[src/rtl/change_stim_pkg.sv]
// Shared definitions for the change_stim_driver sequencer: state encoding,
// default widths, LFSR taps and the LFSR next-value function.
package change_stim_pkg;

   localparam int DEF_DATA_W = 15;
   localparam int DEF_IDX_W  = 4;
   localparam int STEP_W     = 8;
   localparam int LFSR_W     = 15;
   localparam int LFSR_TAP_HI = 14;
   localparam int LFSR_TAP_LO = 13;

   // State encoding kept as plain constants for compatibility with older fixtures.
   localparam logic [2:0] ST_IDLE  = 3'd0;
   localparam logic [2:0] ST_WALK  = 3'd1;
   localparam logic [2:0] ST_SWEEP = 3'd2;
   localparam logic [2:0] ST_LFSR  = 3'd3;
   localparam logic [2:0] ST_DONE  = 3'd4;

   function automatic logic [LFSR_W-1:0] lfsr_next(input logic [LFSR_W-1:0] v);
      return {v[LFSR_W-2:0], v[LFSR_TAP_HI] ^ v[LFSR_TAP_LO]};
   endfunction

endpackage

[src/rtl/lfsr15.sv]
// 15-bit Fibonacci LFSR (x^15 + x^14 + 1) with synchronous reload and
// step enable; the asynchronous reset also loads the seed.
module lfsr15
   import change_stim_pkg::*;
(
   input  logic              clk,
   input  logic              rst,
   input  logic              load,
   input  logic              step,
   input  logic [LFSR_W-1:0] seed,
   output logic [LFSR_W-1:0] q
);

   // Shift register: reload has priority over stepping.
   always_ff @(posedge clk or posedge rst) begin
      if (rst) begin
         q <= seed;
      end else if (load) begin
         q <= seed;
      end else if (step) begin
         q <= lfsr_next(q);
      end else begin
         q <= q;
      end
   end

endmodule

[src/rtl/change_stim_driver.sv]
// Clocked stimulus sequencer: walking one, index sweep, optional LFSR phase.
// Define CHANGE_STIM_LFSR_EN to compile in the LFSR phase and lfsr15 instance.
module change_stim_driver
   import change_stim_pkg::*;
#(
   parameter int               DATA_W     = DEF_DATA_W,
   parameter int               IDX_W      = DEF_IDX_W,
   parameter int               LFSR_STEPS = 8,
   parameter logic [LFSR_W-1:0] SEED      = 15'h0001
)
(
   input  logic              clk,
   input  logic              rst,
   input  logic              start,
   input  logic              ready,
   output logic [DATA_W-1:0] data,
   output logic [IDX_W-1:0]  idx,
   output logic              valid,
   output logic              busy,
   output logic              done
);

   localparam logic [STEP_W-1:0] WALK_LAST  = STEP_W'(DATA_W - 1);
   localparam logic [STEP_W-1:0] SWEEP_LAST = STEP_W'((1 << IDX_W) - 1);
`ifdef CHANGE_STIM_LFSR_EN
   localparam logic [STEP_W-1:0] LFSR_LAST  = STEP_W'(LFSR_STEPS - 1);
   localparam logic [2:0]        SWEEP_EXIT = ST_LFSR;
`else
   localparam logic [2:0]        SWEEP_EXIT = ST_DONE;
`endif

   logic [2:0]        state_r;
   logic [2:0]        state_nxt_s;
   logic [STEP_W-1:0] step_r;
   logic [STEP_W-1:0] step_nxt_s;
   logic              accept_s;
   logic [DATA_W-1:0] data_nxt_s;
   logic [IDX_W-1:0]  idx_nxt_s;
   logic              valid_nxt_s;
   logic              busy_nxt_s;
   logic              done_nxt_s;

   assign accept_s = valid & ready;

`ifdef CHANGE_STIM_LFSR_EN
   logic [LFSR_W-1:0] lfsr_q_s;
   logic [LFSR_W-1:0] lfsr_item_s;
   logic              lfsr_load_s;
   logic              lfsr_step_s;

   assign lfsr_step_s = (state_r == ST_LFSR) & accept_s;
   assign lfsr_load_s = (state_r == ST_DONE);
   // The item presented next is the value the register holds after this edge.
   assign lfsr_item_s = lfsr_step_s ? lfsr_next(lfsr_q_s) : lfsr_q_s;

   lfsr15 u_lfsr (
      .clk  (clk),
      .rst  (rst),
      .load (lfsr_load_s),
      .step (lfsr_step_s),
      .seed (SEED),
      .q    (lfsr_q_s)
   );
`else
   logic unused_cfg_s;
   assign unused_cfg_s = ^{SEED, 32'(LFSR_STEPS)};
`endif

   // Phase sequencing; the step counter advances only on accept.
   always_comb begin
      state_nxt_s = state_r;
      step_nxt_s  = step_r;
      case (state_r)
         ST_IDLE: begin
            if (start) begin
               state_nxt_s = ST_WALK;
               step_nxt_s  = 8'd0;
            end else begin
               state_nxt_s = ST_IDLE;
            end
         end
         ST_WALK: begin
            if (accept_s && (step_r == WALK_LAST)) begin
               state_nxt_s = ST_SWEEP;
               step_nxt_s  = 8'd0;
            end else if (accept_s) begin
               step_nxt_s = step_r + 8'd1;
            end else begin
               step_nxt_s = step_r;
            end
         end
         ST_SWEEP: begin
            if (accept_s && (step_r == SWEEP_LAST)) begin
               state_nxt_s = SWEEP_EXIT;
               step_nxt_s  = 8'd0;
            end else if (accept_s) begin
               step_nxt_s = step_r + 8'd1;
            end else begin
               step_nxt_s = step_r;
            end
         end
`ifdef CHANGE_STIM_LFSR_EN
         ST_LFSR: begin
            if (accept_s && (step_r == LFSR_LAST)) begin
               state_nxt_s = ST_DONE;
               step_nxt_s  = 8'd0;
            end else if (accept_s) begin
               step_nxt_s = step_r + 8'd1;
            end else begin
               step_nxt_s = step_r;
            end
         end
`endif
         ST_DONE: begin
            state_nxt_s = ST_IDLE;
            step_nxt_s  = 8'd0;
         end
         default: begin
            state_nxt_s = ST_IDLE;
            step_nxt_s  = 8'd0;
         end
      endcase
   end

   // Output values for the upcoming state, so outputs can be registered.
   always_comb begin
      data_nxt_s  = {DATA_W{1'b0}};
      idx_nxt_s   = {IDX_W{1'b0}};
      valid_nxt_s = 1'b0;
      busy_nxt_s  = 1'b0;
      done_nxt_s  = 1'b0;
      case (state_nxt_s)
         ST_WALK: begin
            data_nxt_s  = {{(DATA_W-1){1'b0}}, 1'b1} << step_nxt_s;
            idx_nxt_s   = step_nxt_s[IDX_W-1:0];
            valid_nxt_s = 1'b1;
            busy_nxt_s  = 1'b1;
         end
         ST_SWEEP: begin
            data_nxt_s  = {DATA_W{1'b1}};
            idx_nxt_s   = step_nxt_s[IDX_W-1:0];
            valid_nxt_s = 1'b1;
            busy_nxt_s  = 1'b1;
         end
`ifdef CHANGE_STIM_LFSR_EN
         ST_LFSR: begin
            data_nxt_s  = DATA_W'(lfsr_item_s);
            idx_nxt_s   = lfsr_item_s[IDX_W-1:0];
            valid_nxt_s = 1'b1;
            busy_nxt_s  = 1'b1;
         end
`endif
         ST_DONE: begin
            busy_nxt_s = 1'b1;
            done_nxt_s = 1'b1;
         end
         default: begin
            busy_nxt_s = 1'b0;
         end
      endcase
   end

   // State, counter and registered outputs.
   always_ff @(posedge clk or posedge rst) begin
      if (rst) begin
         state_r <= ST_IDLE;
         step_r  <= 8'd0;
         data    <= {DATA_W{1'b0}};
         idx     <= {IDX_W{1'b0}};
         valid   <= 1'b0;
         busy    <= 1'b0;
         done    <= 1'b0;
      end else begin
         state_r <= state_nxt_s;
         step_r  <= step_nxt_s;
         data    <= data_nxt_s;
         idx     <= idx_nxt_s;
         valid   <= valid_nxt_s;
         busy    <= busy_nxt_s;
         done    <= done_nxt_s;
      end
   end

endmodule

[config.mk]
export PLATFORM = sky130hd
export DESIGN_NAME = change_stim_driver
export DESIGN_NICKNAME = d
export VERILOG_FILES = /design/src/rtl/change_stim_pkg.sv /design/src/rtl/lfsr15.sv /design/src/rtl/change_stim_driver.sv
export SDC_FILE = /design/constraint.sdc
export NUM_CORES = 1
export LEC_CHECK = 0
export ABC_AREA = 1
export CORE_MARGIN = 4
export CORE_UTILIZATION = 45
export CTS_CLUSTER_DIAMETER = 200
export DETAILED_ROUTE_END_ITERATION = 7
export PLACE_DENSITY = 0.76
export SETUP_SLACK_MARGIN = 0.3
export SLEW_MARGIN = 20
export SYNTH_ARGS = -nofsm -noshare
export SYNTH_HDL_FRONTEND = slang
export SYNTH_SLANG_ARGS = --single-unit
[constraint.sdc]
create_clock -name clk -period 2.01 [get_ports clk]
set_input_delay 0.5025 -clock clk [delete_from_list [all_inputs] [get_ports clk]]
set_output_delay 0.5025 -clock clk [all_outputs]
set_load 0.02 [all_outputs]
==> results.ini <==
[critical_path]
path_common_cell=nor2_4
crit_path_max_incr_delay_ps=460
end_kind=flip-flop
cpMaxStageDelayCell=dfrtp_2
crit_family=simple AND/OR/NAND/NOR gates
cp_cell_sequence=inv_2, ha_4, nand3_2, nor2_1, nand2_1, nand2_2, nand2_4, inv_4, nor2_4, nor2_4, nand3_4, nor2_4, nand3_2, nand2_2
crit_type=reg -> reg
worst_setup_path_start_kind=flip-flop
crit_fanout=5
startpoint=step_r[0]
crit_buf_inv=2
cp.arrival_ps=2180
r2r-start=step_r[0]
cp.required_ps=2290

[finish]
n_antenna_cell=0
multi_input_area_um2=789.5
fillers=241
drive_above_1_share=0.3534
area_delta_synth_final_pct=48.12
final-seq-area_um2=829.5
utilization=0.7194
final_nets=237

[synthesis]
synth_top_area_frac=0.5392
synth_ff_type=dfrtp_1
async_reset_ff_frac=1.000
ys_ff_latch=33
ys_seq_area_frac=0.5392
synth_most_common_cell=nand2_1
ys.warnings.count=0
synthCells=176
syn_area_um2=1531
synth_area_leaders=dfrtp_1, nand2_1, nand3_1, inv_1, nor2_2
syn-num-nets=182
yosysTopAreaCell=dfrtp_1
synth_edf_count=0
synth_common_cells=nand2_1, dfrtp_1, nand3_1, inv_1
synth.distinct_cells=25
synth.avg_cell_area_um2=8.702

[floorplanning]
core.rowCount=20
start_util=0.4857
coreArea_um2=3153
die_area_um2=4400
die_x_um=66.34
io_pins=26
die-height_um=66.34

[cts]
cts_made_buffers=5
clock_tree.buffer_depth=2
insertion_delay_ps=340
cts_tree=done
root_buffer=clkbuf_4
clkTransAtPathRegs_ps=100
cts-htree-levels=2
cts.sinks=33

[drt]
drtAntennaViolNets=0
routedWlPerCell_um=14.82
drc=0
finalWirelength_um=4090
drtIter0Drc=77
via_count=1406
viasPerCell=5.094
drtPass1Iterations=5

[timing]
rsz0062_at_grt=true
drv_slew=0
post-route-period-util=0.9482
worst_slew_pin_slew_ps=404.4
maxClockFrequency_mhz=524.7
layout_min_cycle_time_ps=1906
setup_viol=0
hold_viol=0
slew_headroom=0.7304
clock_skew_ps=5.137

[pwr]
max-vdd-ir-drop_mv=0.9488
power_density_nw_per_um2=1520
finalPower_uw=3449
leakagePower_uw=0.001262

[place]
io_buffer_count=25
dp_hpwl_um=2689
gp_congestion=0.8377

[hold_path]
min-delay-path-class=reg -> reg
hp-start=state_r[0]

[run_status]
outcome=finished clean

[global_routing]
antenna_found_initial=0
grt_start_max_net_pins=34
overflow=0
grt_pass1_wl_um=6644
grt_pass1_vias=1426
track_usage=0.2019

[job]
max-cap-violations=0

## per-layer routing
metal,share of wire,vias to the layer above,global-route usage
met5,0,-,0
met4,0.011,0,0.07614
met3,0.049,8,0.05782
met2,0.55,40,0.3544
met1,0.39,698,0.2299
li1,-,660,-
## state kept, by name, indices dropped and copies added (netlist names)
name / cells
data: 15
state_r: 3
busy: 1
step_r: 8
valid: 1
idx: 4
done: 1
## logic make-up (layout without fill, tap and decap cells)
group                      after synthesis  in the layout  share of synthesized area
AOI/OAI and AO/OA                        9              9                    0.04739
adders and majority gates                2              2                    0.01634
and+or+nand+nor                        100            100                     0.3064
xor gates and xnor gates                 3              3                    0.01716
DFF                                     33             33                     0.5392
buffers and inverters                   29             85                    0.07352
## timing repair
action	4_1_cts	5_1_grt
endpoints found under the setup margin	41	21
hold buffers	0	0
pin swaps	16	13
buffers inserted	4	1
endpoints found under the hold margin	0	0
resized for setup	43	17
## final cells by class
cell class	instances	area share
clock buffer	7	0.02427
clock inverter	1	0.01324
inverter	28	0.04744
multi-input combinational	114	0.3480
sequential	33	0.3657
tap	44	0.02427
timing repair buffer	49	0.1771
## through the flow
| step | cell area (µm²) | setup slack (ps) | setup TNS (ps) | instances | hold WS [ps] |
|---|---|---|---|---|---|
| 2_1_floorplan | 1562 | 271.6 | 0 | 176 | 467.8 |
| 3_3_place_gp | 2004 | -354.4 | -4674 | 263 | 493.3 |
| 3_5_place_dp | 2004 | -397.6 | -5756 | 263 | 522.1 |
| 4_1_cts | 2181 | 131.7 | 0 | 275 | 536.4 |
| 5_1_grt | 2268 | 0.9490 | 0 | 276 | 572.4 |
| 6_report | 2268 | 104.1 | 0 | 276 | 518.7 |
## worst paths after layout
kind / slack [ps] / endpoint / depth (start not counted)
setup / recovery: 100 / data[4] / 14
max in group asynchronous: 1150 / step_r[1] / 3
setup reg to reg: 100 / data[4] / 14
min in group asynchronous: 550 / state_r[1] / 3
hold reg to reg: 520 / state_r[2] / 1
hold / removal: 520 / state_r[2] / 1
## power by group
| group | switching [µW] | leakage [µW] | internal (µW) |
|---|---|---|---|
| Combinational | 1170 | 0.000788 | 765 |
| Clock | 225 | 0.0000455 | 297 |
| Sequential | 133 | 0.000428 | 859 |
## layout by cell type (no fill, tap or decap), drive strengths merged, types with 2 or more instances in the layout
cell type	Yosys	routed
nor3	2	2
buf	1	24
ha	2	2
o21ai	4	4
dlygate4sd2	0	23
a21oi	2	2
inv	27	27
clkdlybuf4s50	0	2
nand3	27	27
nor2	17	17
xor2	3	3
nand2	52	52
clkbuf	0	7
o211ai	2	2
dfrtp	33	33
(Power assumes the default switching activity.)
